<file path="src/rtl/pc_fetch_unit.sv">
`default_nettype none
// ============================================================================
// Module      : pc_fetch_unit
// Description : Program counter owner and instruction fetch front end. One
//               outstanding imem request, branch-unit redirects, and
//               valid/ready delivery of fetched instructions to decode.
// Revision    : 1.0 - initial release
// ============================================================================
module pc_fetch_unit #(
    parameter logic [31:0] RESET_PC = 32'h0000_0000
) (
    input  logic        clk,
    input  logic        rst_n,
    input  logic        br_valid,
    input  logic        jump,
    input  logic [31:0] offset,
    input  logic [31:0] br_pc,
    output logic        imem_req,
    output logic [31:0] imem_addr,
    input  logic        imem_ready,
    input  logic        imem_rvalid,
    input  logic [31:0] imem_rdata,
    output logic        if_valid,
    output logic [31:0] if_pc,
    output logic [31:0] if_instr,
    input  logic        id_ready,
    output logic        misalign
);

    localparam logic [1:0] c_S_REQ  = 2'd0;
    localparam logic [1:0] c_S_WAIT = 2'd1;
    localparam logic [1:0] c_S_OUT  = 2'd2;

    logic [1:0]  r_state;
    logic [1:0]  w_state_nxt;
    logic [31:0] r_pc;
    logic [31:0] w_pc_nxt;
    logic        r_discard;
    logic        w_discard_nxt;
    logic        r_if_valid;
    logic [31:0] r_if_pc;
    logic [31:0] r_if_instr;
    logic        r_misalign;
    logic        w_capture;
    logic        w_kill;
    logic [31:0] w_target;
    logic        w_taken;
    logic        w_redirect;

    assign w_target   = br_pc + offset;
    assign w_taken    = br_valid & jump;
    // A taken target that is only halfword aligned is reported, never followed.
    assign w_redirect = w_taken & ~w_target[1];

    always_comb begin
        w_state_nxt   = r_state;
        w_pc_nxt      = r_pc;
        w_discard_nxt = r_discard;
        w_capture     = 1'b0;
        w_kill        = 1'b0;
        case (r_state)
            c_S_REQ: begin
                if (imem_ready) begin
                    w_state_nxt = c_S_WAIT;
                    // The old address was accepted, so its response must be dropped.
                    if (w_redirect) begin
                        w_pc_nxt      = w_target;
                        w_discard_nxt = 1'b1;
                    end
                end else if (w_redirect) begin
                    w_pc_nxt = w_target;
                end
            end
            c_S_WAIT: begin
                if (imem_rvalid) begin
                    w_state_nxt = c_S_REQ;
                    if (r_discard | w_redirect) begin
                        w_discard_nxt = 1'b0;
                        if (w_redirect) begin
                            w_pc_nxt = w_target;
                        end
                    end else begin
                        w_capture   = 1'b1;
                        w_pc_nxt    = r_pc + 32'd4;
                        w_state_nxt = c_S_OUT;
                    end
                end else if (w_redirect) begin
                    w_pc_nxt      = w_target;
                    w_discard_nxt = 1'b1;
                end
            end
            c_S_OUT: begin
                if (w_redirect) begin
                    w_pc_nxt    = w_target;
                    w_kill      = 1'b1;
                    w_state_nxt = c_S_REQ;
                end else if (id_ready) begin
                    w_kill      = 1'b1;
                    w_state_nxt = c_S_REQ;
                end
            end
            default: begin
                w_state_nxt = c_S_REQ;
            end
        endcase
    end

    always_ff @(posedge clk or negedge rst_n) begin
        if (!rst_n) begin
            r_state    <= c_S_REQ;
            r_pc       <= RESET_PC;
            r_discard  <= 1'b0;
            r_if_valid <= 1'b0;
            r_if_pc    <= 32'd0;
            r_if_instr <= 32'd0;
            r_misalign <= 1'b0;
        end else begin
            r_state    <= w_state_nxt;
            r_pc       <= w_pc_nxt;
            r_discard  <= w_discard_nxt;
            r_misalign <= w_taken & w_target[1];
            if (w_capture) begin
                r_if_valid <= 1'b1;
                r_if_pc    <= r_pc;
                r_if_instr <= imem_rdata;
            end else if (w_kill) begin
                r_if_valid <= 1'b0;
            end
        end
    end

    // Request is suppressed while reset is held even though the state is S_REQ.
    assign imem_req  = rst_n & (r_state == c_S_REQ);
    assign imem_addr = r_pc;
    assign if_valid  = r_if_valid;
    assign if_pc     = r_if_pc;
    assign if_instr  = r_if_instr;
    assign misalign  = r_misalign;

endmodule
`default_nettype wire

</file>
<file path="config.mk">
export PLATFORM = sky130hd
export DESIGN_NAME = pc_fetch_unit
export DESIGN_NICKNAME = d
export VERILOG_FILES = /design/src/rtl/pc_fetch_unit.sv
export SDC_FILE = /design/constraint.sdc
export NUM_CORES = 1
export LEC_CHECK = 0
export ABC_CLOCK_PERIOD_IN_PS = 5600
export CAP_MARGIN = 20
export CORE_ASPECT_RATIO = 1.25
export CORE_UTILIZATION = 52
export CTS_BUF_LIST = sky130_fd_sc_hd__clkbuf_4
export DETAILED_ROUTE_END_ITERATION = 10
export HOLD_SLACK_MARGIN = 0.05
export PLACE_DENSITY_LB_ADDON = 0.1
export SLEW_MARGIN = 20
export SYNTH_ARGS = -nofsm -noshare
export SYNTH_HDL_FRONTEND = slang
export SYNTH_SLANG_ARGS = --single-unit
</file>
<file path="constraint.sdc">
create_clock -name clk -period 5.6 [get_ports clk]
set_input_delay 0.84 -clock clk [delete_from_list [all_inputs] [get_ports clk]]
set_output_delay 0.84 -clock clk [all_outputs]
set_load 0.01 [all_outputs]
</file>
# Word-level counts from Yosys, hierarchy flattened
# Cells that the tools add are included.
# totals
input_bits,103
regBits,101
ramBits,0
mem_count,0
output_inout_bits,99
latchBits,0
mem_bits_ro,0
# op_classes
bitwise_logic,6
n_lt_le_gt_ge,0
mux,23
n_addsub,2
reduce_logical,7
n_eq_ne,6
div_mod_pow,0
shift,0
multipliers,0
# ops
operator,count
32-bit 2-to-1 mux,3
32-bit one-hot mux with 2 select lines,1
"32-bit by 3-bit adder with 32-bit output, second input constant",1
32-bit adder,1
1-bit 2-to-1 mux,12
2-bit 2-to-1 mux,5
"3-bit != test, second input constant",2
2-bit one-hot mux with 3 select lines,1
3-bit AND reduction,2
2-bit nonzero test,3
1-bit AND,4
"2-bit != test, second input constant",2
"2-bit by 1-bit equality test with 1-bit output, second input constant",1
"2-bit equality test, second input constant",1
2-bit logical NOT,1
1-bit one-hot mux with 2 select lines,1
2-bit OR reduction,1
1-bit inverter,1
1-bit OR,1

# Longest topological paths before layout
# Gate-level depths: netlist (run 1).
# depth
depth_word,8
mapped_depth,11

# Worst setup path after synthesis (run 1)
# OpenSTA, ideal clock, no wires.
# synth_timing
path_kind,in2reg
start,input port offset[0]
end,register r_pc[13] (netlist: imem_addr[13])
stages,10
n_path_buf,2
arrival_time_ps,2920
required_time_ps,5496
setup_slack_ps,2576
cell_sequence,ha_1 > inv_1 > fa_1 > nand3_1 > clkbuf_1 > nand3_1 > nand2_1 > clkbuf_1 > nor2_1 > a221oi_1
# synth_between
elab_chain_cells,7
word_cells_on_any_way,8
classes_between,1 x add/sub; 4 x mux; 3 x bitwise
# synth_rtl
item,line_no,rtl
start: declaration,16,"input logic [31:0] offset,"
32-bit adder (*),50,assign w_target = br_pc + offset;
1-bit inverter,53,assign w_redirect = w_taken & ~w_target[1];
1-bit AND,53,
32-bit 2-to-1 mux or 1-bit OR (tied branches),-,
32-bit 2-to-1 mux,77,if (r_discard | w_redirect) begin
32-bit 2-to-1 mux,75,if (imem_rvalid) begin
32-bit one-hot mux with 2 select lines (*),61,case (r_state)
end signal: assignment,119,r_pc <= w_pc_nxt;
end: declaration,36,logic [31:0] r_pc;
# Every way passes the cells marked *; elsewhere a longest branch is shown, timed or not.
# A chain may end at the register's enable or synchronous reset.

# Worst setup path after layout (run 1)
# layout_timing
start,input port br_pc[0]
end,register r_pc[19] (netlist: imem_addr[19])
# layout_between
elab_chain_cells,7
word_cells_on_any_way,8
classes_between,1 x add/sub; 4 x mux; 3 x bitwise
# layout_rtl
item,line_no,rtl
start: declaration,17,"input logic [31:0] br_pc,"
32-bit adder (*),50,
1-bit inverter,53,
1-bit AND,53,
32-bit 2-to-1 mux or 1-bit OR (tied branches),-,
32-bit 2-to-1 mux,77,
32-bit 2-to-1 mux,75,
32-bit one-hot mux with 2 select lines (*),61,
# Marks and branches as above.

==> results.sh, run 1 <==
export IMPL_r2r_cells=6
export IMPL_drive_above_1_share_pct=3.73
export IMPL_holdBufCountCts=0
export IMPL_leakage_nw=3.75
export IMPL_clock_sinks=101
export IMPL_avgViaCountPerCell=5.77
export IMPL_rows=44
export IMPL_cts_clk_slew_worst_paths_ns=0.15
export IMPL_clockRootBuffer="clkbuf_4"
export IMPL_initial_utilization_pct=53.6
export IMPL_grtUsageMet3_pct=3.87
export IMPL_cts_buffers=9
export IMPL_hp_class="primary input to asynchronous set/reset pin"
export IMPL_outcome="completed"
export IMPL_cts_resized=0
export IMPL_synth_seq_cells=101
export IMPL_r2r_slack_ns=2.56
export IMPL_vias=6498
export IMPL_cp_start_kind="primary input"
export IMPL_die_h_um=124
export IMPL_cts_max_level=3
export IMPL_syn_nets=913
export IMPL_wl_per_cell_um=16.3
export IMPL_finalHoldViolCount=0
export IMPL_area_growth_pct=36.0
export IMPL_r2r_start="r_state[0]$_DFFE_PN0P_"
export IMPL_gp_congestion=0.916
export IMPL_clock_skew_final_ns=0.0129
export IMPL_path_class="primary input to flip-flop"
export IMPL_multi_input_area_um2=3510
export IMPL_maxCapViolations=0
export IMPL_p_per_area_nw_per_um2=422
export IMPL_synth_flop_cell="dfrtp_1"
export IMPL_synth_edf_count=0
export IMPL_worst_pin_slew_ns=0.947
export IMPL_grtUsageMet1_pct=38.5
export IMPL_grt_max_degree=77
export IMPL_ys_seq_area_share_pct=40.6
export IMPL_postSynthCellCount=777
export IMPL_top_usage_layer="met2"
export IMPL_fin_ws_ns=1.62
export IMPL_post_cts_buffers=0
export IMPL_crit_fanout=32
export IMPL_critPathRequiredTime_ns=5.96
export IMPL_hold_slack_ns=0.247
export IMPL_fmax_mhz=251
export IMPL_yosys_warnings=0
export IMPL_grt_util_met2_pct=51.1
export IMPL_worstSkewPairLatency_ns=0.47
export IMPL_crit_chain="clkdlybuf4s50_1 -> ha_1 -> inv_1 -> fa_1 -> nand3_1 -> nand3_2 -> nand2_1 -> a21oi_1 -> a2111oi_0"
export IMPL_synthArstFlopShare_pct=100
export IMPL_maxSlewViolCount=0
export IMPL_end_kind="flip-flop"
export IMPL_regArea_um2=2530
export IMPL_reg2reg_to="imem_addr[19]$_DFFE_PN0P_"
export IMPL_rsz0062_at_grt="no"
export IMPL_firstDrtPassIters=7
export IMPL_final_cell_mix="234 x nand2_1, 200 x clkdlybuf4s50_1, 101 x dfrtp_1, 61 x a21oi_1, 56 x nor2_1"
export IMPL_grtUsageTotal_pct=29.8
export IMPL_grt_antenna_before_repair=1
export IMPL_die_area_um2=12400
export IMPL_die_x_um=99.9
export IMPL_grt_first_pass_wirelength_um=29600
export IMPL_nets=1095
export IMPL_gr_total_overflow=0
export IMPL_synth_cell_type_count=64
export IMPL_grt_pass1_vias=6123
export IMPL_fillCellCount=900
export IMPL_ctsLongestPathBuffers=2
export IMPL_finalCritPeriodShare_pct=71.0
export IMPL_path_buf_inv=2
export IMPL_avgSynthCellArea_um2=8.01
export IMPL_peakVddDrop_uv=156
export IMPL_pin_count=202
export IMPL_fin_cells=1126
export IMPL_io_buffers=201
export IMPL_drt_wl_total_um=18400
export IMPL_syn_cell_area_um2=6230
export IMPL_dp_hpwl_um=14000
export IMPL_setup_violations=0
export IMPL_post_place_ws_ns=1.17
export IMPL_cp_slowest_stage_delay_ns=0.74
export IMPL_cts_tree="yes"
export IMPL_slew_headroom_pct=36.9
export IMPL_drt_iter0_drc=498
export IMPL_worst_path_dominant_cell_family="simple AND/OR/NAND/NOR gates"
export IMPL_design_core_area_um2=11600
export IMPL_dpl_cell_count=1109
export IMPL_postRouteAntennaNets=0
export IMPL_timing_setup_tns_ns=0
export IMPL_drcViolationCount=0
export IMPL_final_common_cell="nand2_1"
export IMPL_finalCriticalPeriod_ns=3.98
export IMPL_cp_slowest_cell="nand2_1"
export IMPL_arrival_ns=4.34
-- stage by stage --
stage                     power (W)  util (%)  cell area, um^2
after floorplan             0.00222         -             6230
after CTS                   0.00357      72.9             8470
final                       0.00357      72.9             8470
after global placement      0.00318      71.9             8350
after global routing        0.00381      72.9             8470
after detailed placement    0.00324      71.9             8350
-- state kept, by name (all words and copies together) (netlist names) --
name       cells
misalign       1
r_discard      1
if_instr      32
r_state        2
if_pc         32
imem_addr     32
if_valid       1
-- worst max-delay path by stage --
stage                         start                        end  slack [ns]  depth (start not counted)
after floorplan           offset[0]  imem_addr[13]$_DFFE_PN0P_        2.58                         10
after global placement    offset[0]  imem_addr[19]$_DFFE_PN0P_        1.24                          9
after detailed placement   br_pc[0]  imem_addr[19]$_DFFE_PN0P_        1.17                          9
after CTS                  br_pc[0]  imem_addr[19]$_DFFE_PN0P_        1.65                          9
after global routing      offset[0]  imem_addr[19]$_DFFE_PN0P_        1.31                          9
final                      br_pc[0]  imem_addr[19]$_DFFE_PN0P_        1.62                          9
-- metal layers --
metal,wire length (um),share of wire (%)
met5,0,0
met4,340,1.8
met3,1180,6.4
met2,9150,50
met1,7710,42
-- cell families after synthesis --
logic type / Yosys count / synth area share, %
AO/OA/AOI/OAI: 185 / 19.4
flip-flops: 101 / 40.6
XOR/XNOR: 27 / 3.80
buffers and inverters: 52 / 3.19
multiplexers: 6 / 0.964
AND/OR/NAND/NOR: 373 / 25.3
adder cells (fa/ha/maj): 33 / 6.75
-- cell usage after synthesis, types with 7 or more instances --
library cell	number	area, um^2
xnor2_1	12	105
o21ai_0	36	180
nand4_1	14	87.6
nand3_1	23	115
o22ai_1	14	87.6
a21oi_1	61	305
nand2_1	234	878
nor3_1	11	55.1
clkbuf_1	27	101
dfrtp_1	101	2530
nor2_1	57	214
a31oi_1	8	50.1
ha_1	32	400
o21ai_1	7	35.0
inv_1	17	63.8
xor2_1	15	131
-- area by class of cell --
cell class | instances | share of cell area, %
flip-flops and latches | 101 | 29.8
repair buffers | 206 | 24.2
multi-input cells | 624 | 41.5
well taps | 161 | 2.38
clock buffers | 10 | 0.887
clock inverters | 6 | 0.443
diodes | 1 | 0.0296
inverters | 17 | 0.754
-- where the power goes --
part	switching [W]	internal, W	total [W]
Combinational	0.000901	0.000947	0.00185
Clock	0.000242	0.0000952	0.000338
Sequential	0.000332	0.00105	0.00139
Total	0.00148	0.00210	0.00357
-- worst register-to-register path, stage by stage (launching register included) --
cell,delay (ns)
dfrtp_1,0.52
nand2_1,0.15
nor2_1,0.38
nand3_2,0.66
nand2_1,0.74
a21oi_1,0.12
a2111oi_0,0.38
Power figures use the tool's default switching activity.
==> run 2: changes to the inputs <==
--- a/config.mk
+++ b/config.mk
@@ -5,10 +5,10 @@
 export SDC_FILE = /design/constraint.sdc
 export NUM_CORES = 1
 export LEC_CHECK = 0
-export ABC_CLOCK_PERIOD_IN_PS = 5600
+export ABC_CLOCK_PERIOD_IN_PS = 3600
 export CAP_MARGIN = 20
 export CORE_ASPECT_RATIO = 1.25
-export CORE_UTILIZATION = 52
+export CORE_UTILIZATION = 44
 export CTS_BUF_LIST = sky130_fd_sc_hd__clkbuf_4
 export DETAILED_ROUTE_END_ITERATION = 10
 export HOLD_SLACK_MARGIN = 0.05
==> constraint.sdc (replaced) <==
create_clock -name clk -period 3.6 [get_ports clk]
set_input_delay 0.54 -clock clk [delete_from_list [all_inputs] [get_ports clk]]
set_output_delay 0.54 -clock clk [all_outputs]
set_load 0.01 [all_outputs]
==> results.sh, run 2 (synthesis gave the netlist of run 1 again) <==
export IMPL_crit_fanout=3
export IMPL_r2r_cells=8
export IMPL_rsz0062_at_grt="no"
export IMPL_cts_max_level=3
export IMPL_power_w=0.00560
export IMPL_top_usage_layer="met2"
export IMPL_end_kind="flip-flop"
export IMPL_die_area_um2=14600
export IMPL_reg2reg_to="imem_addr[23]$_DFFE_PN0P_"
export IMPL_grt_antenna_before_repair=1
export IMPL_cts_tree="yes"
export IMPL_path_buf_inv=2
export IMPL_regArea_um2=2530
export IMPL_post_cts_buffers=0
export IMPL_vias=6254
export IMPL_grt_first_pass_wirelength_um=28200
export IMPL_clockRootBuffer="clkbuf_4"
export IMPL_grtUsageMet3_pct=3.57
export IMPL_crit_chain="clkdlybuf4s50_1 -> ha_1 -> inv_1 -> fa_1 -> nand2b_1 -> a21oi_1 -> o21ai_1 -> o21ai_1 -> o31a_1 -> a221oi_2 -> and4_1 -> nor4_1"
export IMPL_design_core_area_um2=13800
export IMPL_area_growth_pct=37.8
export IMPL_dp_hpwl_um=13200
export IMPL_gp_congestion=0.888
export IMPL_hold_start="if_pc[8]$_DFFE_PN0P_"
export IMPL_post_place_ws_ns=0.240
export IMPL_whs_path_depth=2
export IMPL_path_class="primary input to flip-flop"
export IMPL_cts_buffers=9
export IMPL_cp_start_kind="primary input"
export IMPL_maxSlewViolCount=0
export IMPL_cp_slowest_cell="clkdlybuf4s50_1"
export IMPL_cp_slowest_stage_delay_ns=0.47
export IMPL_finalHoldViolCount=0
export IMPL_grtUsageMet1_pct=32.5
export IMPL_grtUsageTotal_pct=24.2
export IMPL_clock_sinks=101
export IMPL_final_cell_mix="234 x nand2_1, 200 x clkdlybuf4s50_1, 101 x dfrtp_1, 61 x a21oi_1, 56 x nor2_1"
export IMPL_fmax_mhz=347
export IMPL_cp_common_cell="o21ai_1"
export IMPL_drcViolationCount=0
export IMPL_ctsLongestPathBuffers=2
export IMPL_grt_pass1_vias=5778
export IMPL_outcome="completed"
export IMPL_drt_wl_total_um=17400
export IMPL_finalCritPeriodShare_pct=80.0
export IMPL_postRouteAntennaNets=0
export IMPL_min_to="if_pc[8]$_DFFE_PN0P_"
export IMPL_final_common_cell="nand2_1"
export IMPL_io_buffers=201
export IMPL_setup_violations=0
export IMPL_arrival_ns=3.23
export IMPL_avgViaCountPerCell=5.45
export IMPL_grt_max_degree=72
export IMPL_die_x_um=108
export IMPL_slew_headroom_pct=42.4
export IMPL_clock_skew_final_ns=0.0116
export IMPL_maxCapViolations=0
export IMPL_gr_total_overflow=0
export IMPL_wl_per_cell_um=15.1
export IMPL_fin_ws_ns=0.721
export IMPL_drive_above_1_share_pct=4.53
export IMPL_drt_iter0_drc=445
export IMPL_critPathRequiredTime_ns=3.95
export IMPL_p_per_area_nw_per_um2=652
export IMPL_pin_count=202
export IMPL_multi_input_area_um2=3510
export IMPL_die_h_um=135
export IMPL_firstDrtPassIters=5
export IMPL_rows=48
export IMPL_worst_pin_slew_ns=0.864
export IMPL_leakage_nw=3.81
export IMPL_timing_setup_tns_ns=0
export IMPL_grt_util_met2_pct=38.6
export IMPL_r2r_start="r_state[0]$_DFFE_PN0P_"
export IMPL_cts_clk_slew_worst_paths_ns=0.14
export IMPL_r2r_slack_ns=1.29
export IMPL_nets=1104
export IMPL_peakVddDrop_uv=346
export IMPL_fillCellCount=1306
export IMPL_cp_startpoint="br_pc[0]"
export IMPL_hp_class="flip-flop to flip-flop"
export IMPL_finalCriticalPeriod_ns=2.88
export IMPL_worstSkewPairLatency_ns=0.44
export IMPL_worst_path_dominant_cell_family="compound AO/OA/AOI/OAI gates"
export IMPL_initial_utilization_pct=45.1
-- run 2: routing by layer --
layer  wire [um]  part of all wire [%]
met2        8100                    47
met4         492                   2.8
met3        1050                   6.0
met5           0                     0
met1        7740                    45
-- run 2: per-stage QoR --
step | cells | instance area [um^2] | util [%] | hold WS, ns
after detailed placement | 1131 | 8440 | 61.1 | 0.461
after global routing | 1148 | 8580 | 62.1 | 0.508
after CTS | 1147 | 8580 | 62.1 | 0.495
final | 1148 | 8580 | 62.1 | 0.489
after floorplan | 777 | 6230 | - | 0.244
after global placement | 1131 | 8440 | 61.1 | 0.456
-- run 2: worst max-delay path by stage --
stage	end	slack [ns]	cells after the start
detailed placement	imem_addr[28]$_DFFE_PN0P_	0.24	12
global placement	imem_addr[28]$_DFFE_PN0P_	0.27	12
finish	imem_addr[28]$_DFFE_PN0P_	0.72	12
global route	imem_addr[28]$_DFFE_PN0P_	0.52	12
floorplan	imem_addr[13]$_DFFE_PN0P_	0.88	10
CTS	imem_addr[28]$_DFFE_PN0P_	0.73	12
-- run 2: final cells by class --
class / instances / share of cell area [%]
diodes: 1 / 0.0292
clock buffers: 10 / 0.875
clock inverters: 5 / 0.612
inverters: 17 / 0.743
multi-input cells: 624 / 40.9
flip-flops and latches: 101 / 29.4
well taps: 175 / 2.55
repair buffers: 215 / 24.8
-- run 2: repair_timing --
| action | in CTS | in global routing |
|---|---|---|
| hold buffers | 1 | 0 |
| hold endpoints to repair | 32 | 0 |
| setup endpoints to repair | 0 | 0 |
| resized for setup | 0 | 0 |
-- run 2: power by group --
part           internal [W]  switching (W)  leakage [nW]  total (W)
combinational       0.00150        0.00142          2.52    0.00292
sequential          0.00164       0.000469          1.21    0.00211
clock              0.000213       0.000354        0.0737   0.000568
-- run 2: worst reg2reg max path, stage by stage, from the launching register on --
cell and delay, ns:
dfrtp_1 0.52, nand2_1 0.14, nor2_1 0.41, nand2_1 0.19
nor2_4 0.20, buf_4 0.38, nand2_1 0.13, o22ai_1 0.17
a21oi_1 0.05
==> run 3: changes to the inputs <==
--- a/config.mk
+++ b/config.mk
@@ -5,10 +5,10 @@
 export SDC_FILE = /design/constraint.sdc
 export NUM_CORES = 1
 export LEC_CHECK = 0
-export ABC_CLOCK_PERIOD_IN_PS = 3600
+export ABC_CLOCK_PERIOD_IN_PS = 2990
 export CAP_MARGIN = 20
 export CORE_ASPECT_RATIO = 1.25
-export CORE_UTILIZATION = 44
+export CORE_UTILIZATION = 48
 export CTS_BUF_LIST = sky130_fd_sc_hd__clkbuf_4
 export DETAILED_ROUTE_END_ITERATION = 10
 export HOLD_SLACK_MARGIN = 0.05
==> constraint.sdc (replaced) <==
create_clock -name clk -period 2.99 [get_ports clk]
set_input_delay 0.4485 -clock clk [delete_from_list [all_inputs] [get_ports clk]]
set_output_delay 0.4485 -clock clk [all_outputs]
set_load 0.01 [all_outputs]
==> results.sh, run 3 (synthesis gave the netlist of run 1 again) <==
export IMPL_cp_slowest_stage_delay_ns=0.48
export IMPL_cts_max_level=3
export IMPL_clockRootBuffer="clkbuf_4"
export IMPL_regArea_um2=2530
export IMPL_fillCellCount=1025
export IMPL_clock_skew_final_ns=0.00882
export IMPL_rows=46
export IMPL_ctsLongestPathBuffers=2
export IMPL_arrival_ns=3.07
export IMPL_design_core_area_um2=12700
export IMPL_worst_pin_slew_ns=0.769
export IMPL_slew_headroom_pct=48.8
export IMPL_dp_hpwl_um=14800
export IMPL_grtUsageTotal_pct=28.1
export IMPL_io_buffers=201
export IMPL_crit_chain="clkdlybuf4s50_1 -> ha_1 -> inv_1 -> fa_1 -> nand2b_1 -> a21oi_1 -> o21ai_1 -> o21ai_1 -> o31a_1 -> a221oi_2 -> and4_1 -> nor4_1"
export IMPL_grt_first_pass_wirelength_um=30500
export IMPL_cp_start_kind="primary input"
export IMPL_design_area_um2=8920
export IMPL_final_common_cell="nand2_1"
export IMPL_gr_total_overflow=0
export IMPL_cp_common_cell="o21ai_1"
export IMPL_fin_cells=1185
export IMPL_cts_tree="yes"
export IMPL_dpl_instance_area_um2=8760
export IMPL_outcome="completed"
export IMPL_drive_above_1_share_pct=8.86
export IMPL_finalCriticalPeriod_ns=2.71
export IMPL_fmax_mhz=370
export IMPL_crit_fanout=3
export IMPL_cts_clk_slew_worst_paths_ns=0.16
export IMPL_die_h_um=129
export IMPL_end_kind="flip-flop"
export IMPL_r2r_cells=9
export IMPL_grt_max_degree=64
export IMPL_finalCritPeriodShare_pct=90.5
export IMPL_hp_class="primary input to asynchronous set/reset pin"
export IMPL_grt_antenna_before_repair=1
export IMPL_path_class="primary input to flip-flop"
export IMPL_nets=1147
export IMPL_critPathRequiredTime_ns=3.36
export IMPL_area_growth_pct=43.2
export IMPL_drt_iter0_drc=496
export IMPL_p_per_area_nw_per_um2=783
export IMPL_avgViaCountPerCell=5.56
export IMPL_wl_per_cell_um=15.9
export IMPL_leakage_nw=4.03
export IMPL_grt_pass1_vias=6318
export IMPL_drcViolationCount=0
export IMPL_worstSkewPairLatency_ns=0.46
export IMPL_finalHoldViolCount=0
export IMPL_die_x_um=104
export IMPL_initial_utilization_pct=49.2
export IMPL_gp_congestion=0.916
export IMPL_cp_slowest_cell="clkdlybuf4s50_1"
export IMPL_r2r_start="imem_addr[2]$_DFFE_PN0P_"
export IMPL_cp_startpoint="br_pc[0]"
export IMPL_die_area_um2=13400
export IMPL_cts_resized=0
export IMPL_clock_sinks=101
export IMPL_post_cts_buffers=0
export IMPL_peakVddDrop_uv=356
export IMPL_multi_input_area_um2=3510
export IMPL_maxCapViolations=0
export IMPL_final_cell_mix="234 x nand2_1, 200 x clkdlybuf4s50_1, 101 x dfrtp_1, 61 x a21oi_1, 57 x buf_4"
export IMPL_vias=6593
export IMPL_maxSlewViolCount=0
export IMPL_drt_wl_total_um=18900
export IMPL_postRouteAntennaNets=0
export IMPL_firstDrtPassIters=6
export IMPL_holdBufCountCts=0
export IMPL_fin_ws_ns=0.284
export IMPL_cts_buffers=9
export IMPL_rsz0062_at_grt="no"
export IMPL_dpl_cell_count=1168
export IMPL_pin_count=202
export IMPL_setup_violations=0
export IMPL_post_place_ws_ns=-0.158
==> run 3: changes by cell type in the layout (fill, tap and decap cells not counted), sizes merged <==
cell	before	now
buf	14	58
clkinv	4	2
clkbuf	10	11
dlygate4sd3	1	0
inv	17	19
==> run 3: worst paths after layout <==
kind                                        endpoint  slack, ns
max                        imem_addr[28]$_DFFE_PN0P_       0.28
min                            if_pc[11]$_DFFE_PN0P_       0.17
max reg2reg                imem_addr[28]$_DFFE_PN0P_       0.68
min reg2reg                     if_pc[0]$_DFFE_PN0P_       0.50
max in group asynchronous  imem_addr[26]$_DFFE_PN0P_       1.85
min in group clk            if_instr[30]$_DFFE_PN0P_       0.49
==> run 3: metrics by stage <==
step	TNS [ns]	total power, W	hold WS (ns)	utilization, %
3_3_place_gp	-0.151	0.00611	0.455	69.2
5_1_grt	0	0.00746	0.212	70.4
6_report	0	0.00698	0.169	70.4
2_1_floorplan	0	0.00415	0.153	-
3_5_place_dp	-0.928	0.00624	0.462	69.2
4_1_cts	0	0.00699	0.179	70.4
==> run 3: area by class of cell <==
cell class,instances,share of cell area (%)
Antenna cell,1,0.0281
Clock buffer,11,0.926
Clock inverter,5,0.758
Inverter,17,0.716
Multi-Input combinational cell,624,39.4
Sequential cell,101,28.3
Tap cell,168,2.36
Timing Repair Buffer,258,27.5
==> run 3: power breakdown <==
part,total (W),switching (W),internal (W)
Combinational,0.00366,0.00176,0.00190
Sequential,0.00256,0.000586,0.00198
Clock,0.000760,0.000473,0.000287
==> run 3: metal layers <==
metal  GRT usage, %  vias to the layer above  share of wire, %
li1               -                     3176                 -
met1           35.3                     3091                43
met2           50.1                      287                49
met3           3.22                       39               5.1
met4           10.8                        0               2.5
met5              0                        -                 0
==> run 3: critical path: cells and delay by family <==
| family | cells | cell delay (ns) |
|---|---|---|
| AOI/OAI and AO/OA | 5 | 0.88 |
| adders and majority gates | 2 | 0.58 |
| buffers and inverters | 2 | 0.54 |
| and+or+nand+nor | 3 | 0.64 |
